**config.mk**
```make
export PLATFORM = sky130hd
export DESIGN_NAME = barrel_shift_cmd_fifo
export DESIGN_NICKNAME = d
export VERILOG_FILES = /design/src/rtl/barrel_shift_pkg.sv /design/src/rtl/barrel_shift_cmd_fifo.sv
export SDC_FILE = /design/constraint.sdc
export NUM_CORES = 1
export LEC_CHECK = 0
export CAP_MARGIN = 40
export CORE_UTILIZATION = 50
export DETAILED_ROUTE_END_ITERATION = 8
export HOLD_SLACK_MARGIN = 0.06
export PLACE_DENSITY_LB_ADDON = 0.08
export SLEW_MARGIN = 20
export SYNTH_ARGS = -nofsm -noshare
export SYNTH_HDL_FRONTEND = slang
export SYNTH_SLANG_ARGS = --single-unit
```
**constraint.sdc**
```tcl
create_clock -name clk -period 2.4 [get_ports clk]
set_input_delay 0.48 -clock clk [delete_from_list [all_inputs] [get_ports clk]]
set_output_delay 0.48 -clock clk [all_outputs]
set_load 0.01 [all_outputs]
```
**src/rtl/barrel_shift_pkg.sv**
```systemverilog
// Shared types for the 8-bit rotating barrel shifter and its command buffer.
// Latency: n/a (types and constants only).
// Backpressure: n/a.
package barrel_shift_pkg;

  localparam int SHIFT_WIDTH = 8;
  localparam int SHIFT_AMT_W = 3;

  typedef enum logic {
    ROTATE_LEFT  = 1'b0,
    ROTATE_RIGHT = 1'b1
  } rot_dir_t;

  typedef struct packed {
    rot_dir_t                 dir;
    logic [SHIFT_AMT_W-1:0]   amt;
    logic [SHIFT_WIDTH-1:0]   data;
  } shift_cmd_t;

endpackage : barrel_shift_pkg

```
**src/rtl/barrel_shift_cmd_fifo.sv**
```systemverilog
// Circular command FIFO in front of the barrel shifter; head shown on shifter-named ports.
// Latency: push into empty queue is visible the cycle after the push edge (no fall-through).
// Backpressure: in_ready = !full (state only); pushes while full are dropped and flagged sticky.
module barrel_shift_cmd_fifo
  import barrel_shift_pkg::*;
#(
  parameter int WIDTH = SHIFT_WIDTH,
  parameter int DEPTH = 4,
  parameter int AMT_W = $clog2(WIDTH),
  localparam int CNT_W = $clog2(DEPTH + 1)
) (
  input  logic             clk,
  input  logic             rst_n,
  input  logic             flush,
  input  logic             in_valid,
  output logic             in_ready,
  input  logic [WIDTH-1:0] in_data,
  input  logic [AMT_W-1:0] in_amt,
  input  rot_dir_t         in_dir,
  output logic             out_valid,
  input  logic             out_ready,
  output logic [WIDTH-1:0] data,
  output logic [AMT_W-1:0] amt,
  output rot_dir_t         dir_lr,
  output logic [CNT_W-1:0] count,
  output logic             overflow,
  input  logic             ovf_clr
);

  localparam int PTR_W = $clog2(DEPTH);
  // Entry layout is {dir, amt, data}, the same order as shift_cmd_t, but sized
  // from the parameters so non-default widths still work.
  localparam int ENT_W = WIDTH + AMT_W + 1;
  localparam logic [CNT_W-1:0] CNT_FULL = CNT_W'(DEPTH);
  localparam logic [CNT_W-1:0] CNT_ONE  = CNT_W'(1);
  localparam logic [PTR_W-1:0] PTR_ONE  = PTR_W'(1);

  logic [ENT_W-1:0] mem_q [DEPTH];
  logic [PTR_W-1:0] wr_ptr_q, wr_ptr_d;
  logic [PTR_W-1:0] rd_ptr_q, rd_ptr_d;
  logic [CNT_W-1:0] count_q, count_d;
  logic             ovf_q, ovf_d;

  logic             full, empty, push, pop;
  logic [ENT_W-1:0] head;

  assign full  = (count_q == CNT_FULL);
  assign empty = (count_q == '0);
  // Flush suppresses both transfers so nothing lands in storage on that edge.
  assign push  = in_valid && !full && !flush;
  assign pop   = !empty && out_ready && !flush;

  // Next-state for pointers, occupancy and the sticky overflow flag.
  always_comb begin
    wr_ptr_d = wr_ptr_q;
    rd_ptr_d = rd_ptr_q;
    count_d  = count_q;
    if (flush) begin
      wr_ptr_d = '0;
      rd_ptr_d = '0;
      count_d  = '0;
    end else begin
      if (push) wr_ptr_d = wr_ptr_q + PTR_ONE;
      if (pop)  rd_ptr_d = rd_ptr_q + PTR_ONE;
      if (push && !pop)      count_d = count_q + CNT_ONE;
      else if (pop && !push) count_d = count_q - CNT_ONE;
    end
    // Set takes priority over clear; flush leaves the flag alone.
    ovf_d = ovf_q;
    if (in_valid && full) ovf_d = 1'b1;
    else if (ovf_clr)     ovf_d = 1'b0;
  end

  // Control state registers with asynchronous clear.
  always_ff @(posedge clk or negedge rst_n) begin
    if (!rst_n) begin
      wr_ptr_q <= '0;
      rd_ptr_q <= '0;
      count_q  <= '0;
      ovf_q    <= 1'b0;
    end else begin
      wr_ptr_q <= wr_ptr_d;
      rd_ptr_q <= rd_ptr_d;
      count_q  <= count_d;
      ovf_q    <= ovf_d;
    end
  end

  // Storage write; contents need no reset because out_valid gates every read.
  always_ff @(posedge clk) begin
    if (push) mem_q[wr_ptr_q] <= {in_dir, in_amt, in_data};
  end

  // Show-ahead head; forced to a benign zero/left command when empty.
  always_comb begin
    head   = mem_q[rd_ptr_q];
    data   = '0;
    amt    = '0;
    dir_lr = ROTATE_LEFT;
    if (!empty) begin
      data   = head[WIDTH-1:0];
      amt    = head[WIDTH+AMT_W-1:WIDTH];
      dir_lr = rot_dir_t'(head[ENT_W-1]);
    end
  end

  assign in_ready  = !full;
  assign out_valid = !empty;
  assign count     = count_q;
  assign overflow  = ovf_q;

endmodule : barrel_shift_cmd_fifo

```
==> flow_metrics.env, run 1 <==
export IMPL_wl_per_cell_um=17.5
export IMPL_hold_path_class="in -> async"
export IMPL_synth_edf_count=48
export IMPL_synth_nets=164
export IMPL_cts_inserted_buffers=5
export IMPL_cp_num_buf_inv=3
export IMPL_gp_congestion=0.825
export IMPL_final_util_pct=69.7
export IMPL_syn_area_sq_mm=0.00242
export IMPL_cp_arrival_ns=1.84
export IMPL_critPathLaunchType="flip-flop"
export IMPL_synth_commonest_cells="edfxtp_1 (48), mux4_2 (12), nor2b_1 (12)"
export IMPL_hold_worst_slack_ns=0.474
export IMPL_synthFlopType="edfxtp_1"
export IMPL_yosysWarnings=0
export IMPL_grt_first_pass_wirelength_um=7070
export IMPL_wl_met3_um=225
export IMPL_routed_via_count=1380
export IMPL_rsz0062_at_grt="false"
export IMPL_numClockSinks=56
export IMPL_fin_ws_ns=0.0839
export IMPL_cp_common_cell="buf_12"
export IMPL_dpl_hpwl_um=2880
export IMPL_peakVddDrop_mv=0.564
export IMPL_initial_core_util_pct=53.8
export IMPL_hold_viol_final=0
export IMPL_grt_pass1_vias=1449
export IMPL_cts_root_buf="clkbuf_8"
export IMPL_rows=24
export IMPL_maxSlewViolCount=0
export IMPL_p_leak_nw=1.13
export IMPL_relSlewSlack_pct=71.8
export IMPL_synthCells=141
export IMPL_worstSetupEndpointType="primary output"
export IMPL_required_ns=1.92
export IMPL_critPathMaxFanout=5
export IMPL_chipWidth_um=71.6
export IMPL_grt_use_total_pct=19.3
export IMPL_m1WireLength_um=1850
export IMPL_slowest_stage="mux4_2"
export IMPL_diodes=0
export IMPL_gr_total_overflow=0
export IMPL_seqCellArea_sq_mm=0.00165
export IMPL_highest_layer="met4"
export IMPL_timing_rr_end="count[2]"
export IMPL_avgSynthCellArea_sq_um=17.2
export IMPL_min_period_ns=2.32
export IMPL_critPathKind="reg -> out"
export IMPL_setup_viol=0
export IMPL_synth_top_area_cell="edfxtp_1"
export IMPL_grt_max_degree=18
export IMPL_rrSetupSlack_ns=0.34
export IMPL_drc=0
export IMPL_layoutNonFillerInstCount=252
export IMPL_dr_wl_met2_um=2300
export IMPL_drv_cap=0
export IMPL_yosysMostFrequentCell="edfxtp_1"
export IMPL_antenna_found_initial=0
export IMPL_fmax_ghz=0.432
export IMPL_worst_pin_slew_ns=0.418
export IMPL_clock_latency_ns=0.31
export IMPL_multi_input_area_sq_um=694
export IMPL_die_area_sq_mm=0.00512
export IMPL_path_cells="buf_12, buf_12, mux4_2, nor2b_1, dlygate4sd2_1"
export IMPL_fin_skew_ns=0.0131
export IMPL_vias_per_cell=5.48
export IMPL_routed_wl_um=4410
export IMPL_drive_gt1_share_pct=26.0
export IMPL_cellPowerDensity_mw_per_mm2=926
export IMPL_r2r_start="count[1]"
export IMPL_design_power_total_mw=2.91
export IMPL_area_growth_syn_to_layout_pct=29.7
export IMPL_synth_cell_types=32
export IMPL_synth_area_leaders="edfxtp_1 (60%), mux4_2 (11%), dfrtp_1 (8.3%)"
export IMPL_synth_top_area_share_pct=59.5
export IMPL_clkTransAtPathRegs_ns=0.09
export IMPL_yosysSeqAreaShare_pct=67.8
export IMPL_dp_cells=234
export IMPL_dieHeight_um=71.6
export IMPL_fin_setup_tns_ns=0
export IMPL_cts_tree="yes"
export IMPL_worst_path_largest_cell_delay_ns=0.47
export IMPL_reg2regPathDepth=6
export IMPL_placed_area_sq_mm=0.00294
export IMPL_drt_first_iter_violations=84
export IMPL_period_share_pct=96.5
export IMPL_synthArstFlopShare_pct=14.3
export IMPL_cp_top_family="buffers and inverters"
export IMPL_cp_depth=5
export IMPL_pre_cts_ws_ns=-0.0602
export IMPL_route_antenna_remaining_nets=0
export IMPL_n_fill_cell=322
export IMPL_ios=36
export IMPL_dr_pass1_iters=6
export IMPL_synth_seq_cells=56
export IMPL_cts_path_max_buffers=2
export IMPL_final_nets=222
export IMPL_cts_htree_levels=2
export IMPL_io_buffers=35
export IMPL_status="finished clean"
export IMPL_design_core_area_sq_mm=0.00450
export IMPL_final_area_sq_mm=0.00314
metal layers:
metal  track usage (%)  vias to the layer above
li1                  -                      651
met4              3.92                        0
met2              33.5                       33
met1              24.0                      691
met5                 0                        -
met3              6.33                        5
placed cells by master, fill, tap and decap left out, types with 6 or more instances in the layout:
| cell type | n |
|---|---|
| buf_12 | 6 |
| clkdlybuf4s50_1 | 23 |
| clkdlybuf4s15_1 | 6 |
| mux4_2 | 12 |
| edfxtp_1 | 48 |
| inv_1 | 8 |
| nor2b_1 | 12 |
| dlygate4sd2_1 | 6 |
| buf_4 | 17 |
| nor2_1 | 9 |
repair_timing:
item	in CTS	in global routing
setup endpoints to repair	12	6
gates resized for setup	12	10
hold buffers	0	0
pin swaps	0	0
cloned	0	1
buffers inserted	4	5
sequential cells by signal, summed over array words and instances (netlist names):
| register | count |
|---|---|
| count | 3 |
| mem_q | 48 |
| wr_ptr_q | 2 |
| overflow | 1 |
| rd_ptr_q | 2 |
worst max path at each step:
stage	startpoint	to	slack [ns]
after floorplan	count[0]	count[2]	0.26
after global placement	out_ready	count[2]	0.07
after detailed placement	out_ready	count[2]	-0.06
after CTS	rd_ptr_q[0]	amt[2]	0.02
after global routing	rd_ptr_q[0]	amt[2]	0.01
final	rd_ptr_q[0]	data[5]	0.08
cells by family after synthesis:
logic type / after synthesis / synth area share (%)
buffers and inverters: 16 / 3.72
muxes: 16 / 12.9
DFF: 56 / 67.8
and+or+nand+nor: 34 / 8.06
AOI/OAI and AO/OA: 12 / 3.88
adders and majority gates: 5 / 2.89
xor gates and xnor gates: 2 / 0.724
power by group:
group	switching, mW	internal, mW	total [mW]
clock network	0.285	0.208	0.493
logic	0.490	0.703	1.19
registers	0.0819	1.14	1.22
total	0.857	2.05	2.91
final cells by class:
type	count	share of cell area (%)
Inverter	8	0.957
Multi-Input combinational cell	69	22.1
Clock buffer	6	2.31
Sequential cell	56	52.4
Tap cell	52	2.07
Clock inverter	2	0.518
Timing Repair Buffer	59	19.6
Power figures use the tool's default switching activity.
==> run 2, diff against run 1 <==
--- a/config.mk
+++ b/config.mk
@@ -6,7 +6,9 @@
 export NUM_CORES = 1
 export LEC_CHECK = 0
 export CAP_MARGIN = 40
-export CORE_UTILIZATION = 50
+export CELL_PAD_IN_SITES_DETAIL_PLACEMENT = 1
+export CELL_PAD_IN_SITES_GLOBAL_PLACEMENT = 1
+export CORE_UTILIZATION = 45
 export DETAILED_ROUTE_END_ITERATION = 8
 export HOLD_SLACK_MARGIN = 0.06
 export PLACE_DENSITY_LB_ADDON = 0.08
==> flow_metrics.env, run 2 (synthesis gave the netlist of run 1 again) <==
export IMPL_status="finished clean"
export IMPL_drc=0
export IMPL_design_core_area_sq_mm=0.00514
export IMPL_final_common_cell="edfxtp_1"
export IMPL_grt_first_pass_wirelength_um=7620
export IMPL_drt_first_iter_violations=68
export IMPL_io_buffers=35
export IMPL_numClockSinks=56
export IMPL_diodes=0
export IMPL_largest_register="mem_q"
export IMPL_worst_pin_slew_ns=0.390
export IMPL_routed_via_count=1409
export IMPL_pre_cts_ws_ns=-0.0497
export IMPL_grt_use_total_pct=19.3
export IMPL_routed_wl_um=5020
export IMPL_cts_inserted_buffers=5
export IMPL_final_nets=217
export IMPL_critPathMaxFanout=7
export IMPL_ios=36
export IMPL_fin_ws_ns=0.0545
export IMPL_vias_per_cell=5.32
export IMPL_dr_pass1_iters=4
export IMPL_chipWidth_um=75.4
export IMPL_p_comb_share_pct=38.5
export IMPL_cts_root_buf="clkbuf_8"
export IMPL_maxSlewViolCount=0
export IMPL_cts_path_max_buffers=2
export IMPL_critPathLaunchType="flip-flop"
export IMPL_min_period_ns=2.35
export IMPL_largest_register_ffs=48
export IMPL_drv_cap=0
export IMPL_area_growth_syn_to_layout_pct=29.0
export IMPL_layoutNonFillerInstCount=265
export IMPL_antenna_found_initial=0
export IMPL_p_leak_nw=1.12
export IMPL_grt_pass1_vias=1446
export IMPL_dpl_hpwl_um=3480
export IMPL_cts_htree_levels=2
export IMPL_hold_buffers=0
export IMPL_critPathKind="reg -> out"
export IMPL_hold_viol_final=0
export IMPL_gp_congestion=0.750
export IMPL_critPathLaunch="rd_ptr_q[0]"
export IMPL_rows=26
export IMPL_final_cell_mix="edfxtp_1 (48), clkdlybuf4s50_1 (23), buf_4 (13)"
export IMPL_cts_tree="yes"
export IMPL_worstSetupEndpointType="primary output"
export IMPL_die_area_sq_mm=0.00568
export IMPL_wl_per_cell_um=18.9
export IMPL_drive_gt1_share_pct=23.6
export IMPL_fmax_ghz=0.426
export IMPL_clock_latency_ns=0.29
export IMPL_period_share_pct=97.7
export IMPL_hold_worst_slack_ns=0.464
export IMPL_dp_cells=250
export IMPL_n_fill_cell=484
export IMPL_clkTransAtPathRegs_ns=0.09
export IMPL_cp_arrival_ns=1.87
export IMPL_r2r_start="count[0]"
export IMPL_initial_core_util_pct=47.1
export IMPL_peakVddDrop_mv=0.377
export IMPL_switchingPower_uw=857
export IMPL_relSlewSlack_pct=73.7
export IMPL_pwr_share_clk_pct=19.9
export IMPL_grt_max_degree=17
export IMPL_rsz0062_at_grt="false"
export IMPL_swShare_pct=29.2
export IMPL_route_antenna_remaining_nets=0
export IMPL_internal_power_mw=2.08
export IMPL_hold_path_class="in -> async"
export IMPL_fin_skew_ns=0.00459
export IMPL_gr_total_overflow=0
export IMPL_power_frac_seq_pct=41.6
export IMPL_dieHeight_um=75.4
export IMPL_cellPowerDensity_mw_per_mm2=939
export IMPL_setup_viol=0
export IMPL_required_ns=1.92
[run 2: path summary, 6_finish.rpt]
kind / endpoint / slack (ns) / depth (start not counted)
max reg2reg: count[2] / 0.29 / 6
min reg2reg: overflow / 0.54 / 2
max: data[5] / 0.05 / 5
max in group asynchronous: count[2] / 1.64 / 1
min: rd_ptr_q[1] / 0.46 / 1
min in group clk: overflow / 0.54 / 2
[run 2: critical path: stages (launching register included)]
cell and delay [ns]:
dfrtp_2 0.43, buf_12 0.14, buf_4 0.11, mux4_2 0.47, nor2b_1 0.14, dlygate4sd2_1 0.28
[run 2: power groups by stage]
stage / Clock [mW] / Combinational [mW] / Sequential, mW
floorplan: 0 / 0.637 / 1.21
global placement: 0 / 1.08 / 1.22
detailed placement: 0 / 1.12 / 1.23
CTS: 0.606 / 1.08 / 1.21
global route: 0.626 / 1.23 / 1.23
finish: 0.583 / 1.13 / 1.22
[run 2: layer usage]
| layer | GRT usage [%] | wire [um] | vias up |
|---|---|---|---|
| met3 | 4.50 | 183 | 4 |
| met5 | 0 | 0 | - |
| met2 | 33.9 | 2720 | 39 |
| met1 | 24.4 | 2080 | 728 |
| li1 | - | - | 638 |
| met4 | 4.53 | 38 | 0 |
[run 2: repair_timing]
item,in CTS,in global routing
resized for setup,13,4
buffers inserted,3,3
gates cloned,0,1
setup endpoints to repair,13,3
[run 2: stage by stage]
step                      total power [mW]  cell area (sq um)  TNS, ns  util [%]
after global placement                2.30               2950        0      57.4
final                                 2.93               3120        0      60.8
after CTS                             2.90               3070        0      59.7
after detailed placement              2.35               2950  -0.0497      57.4
after floorplan                       1.84               2420        0         -
after global routing                  3.09               3120        0      60.8
[run 2: cell type report]
type	count	area, sq um	share of cell area (%)
well taps	70	87.6	2.80
inverters	8	30.0	0.961
clock buffers	6	72.6	2.32
repair buffers	54	561	17.9
flip-flops and latches	56	1640	52.6
clock inverters	2	35.0	1.12
multi-input cells	69	694	22.2
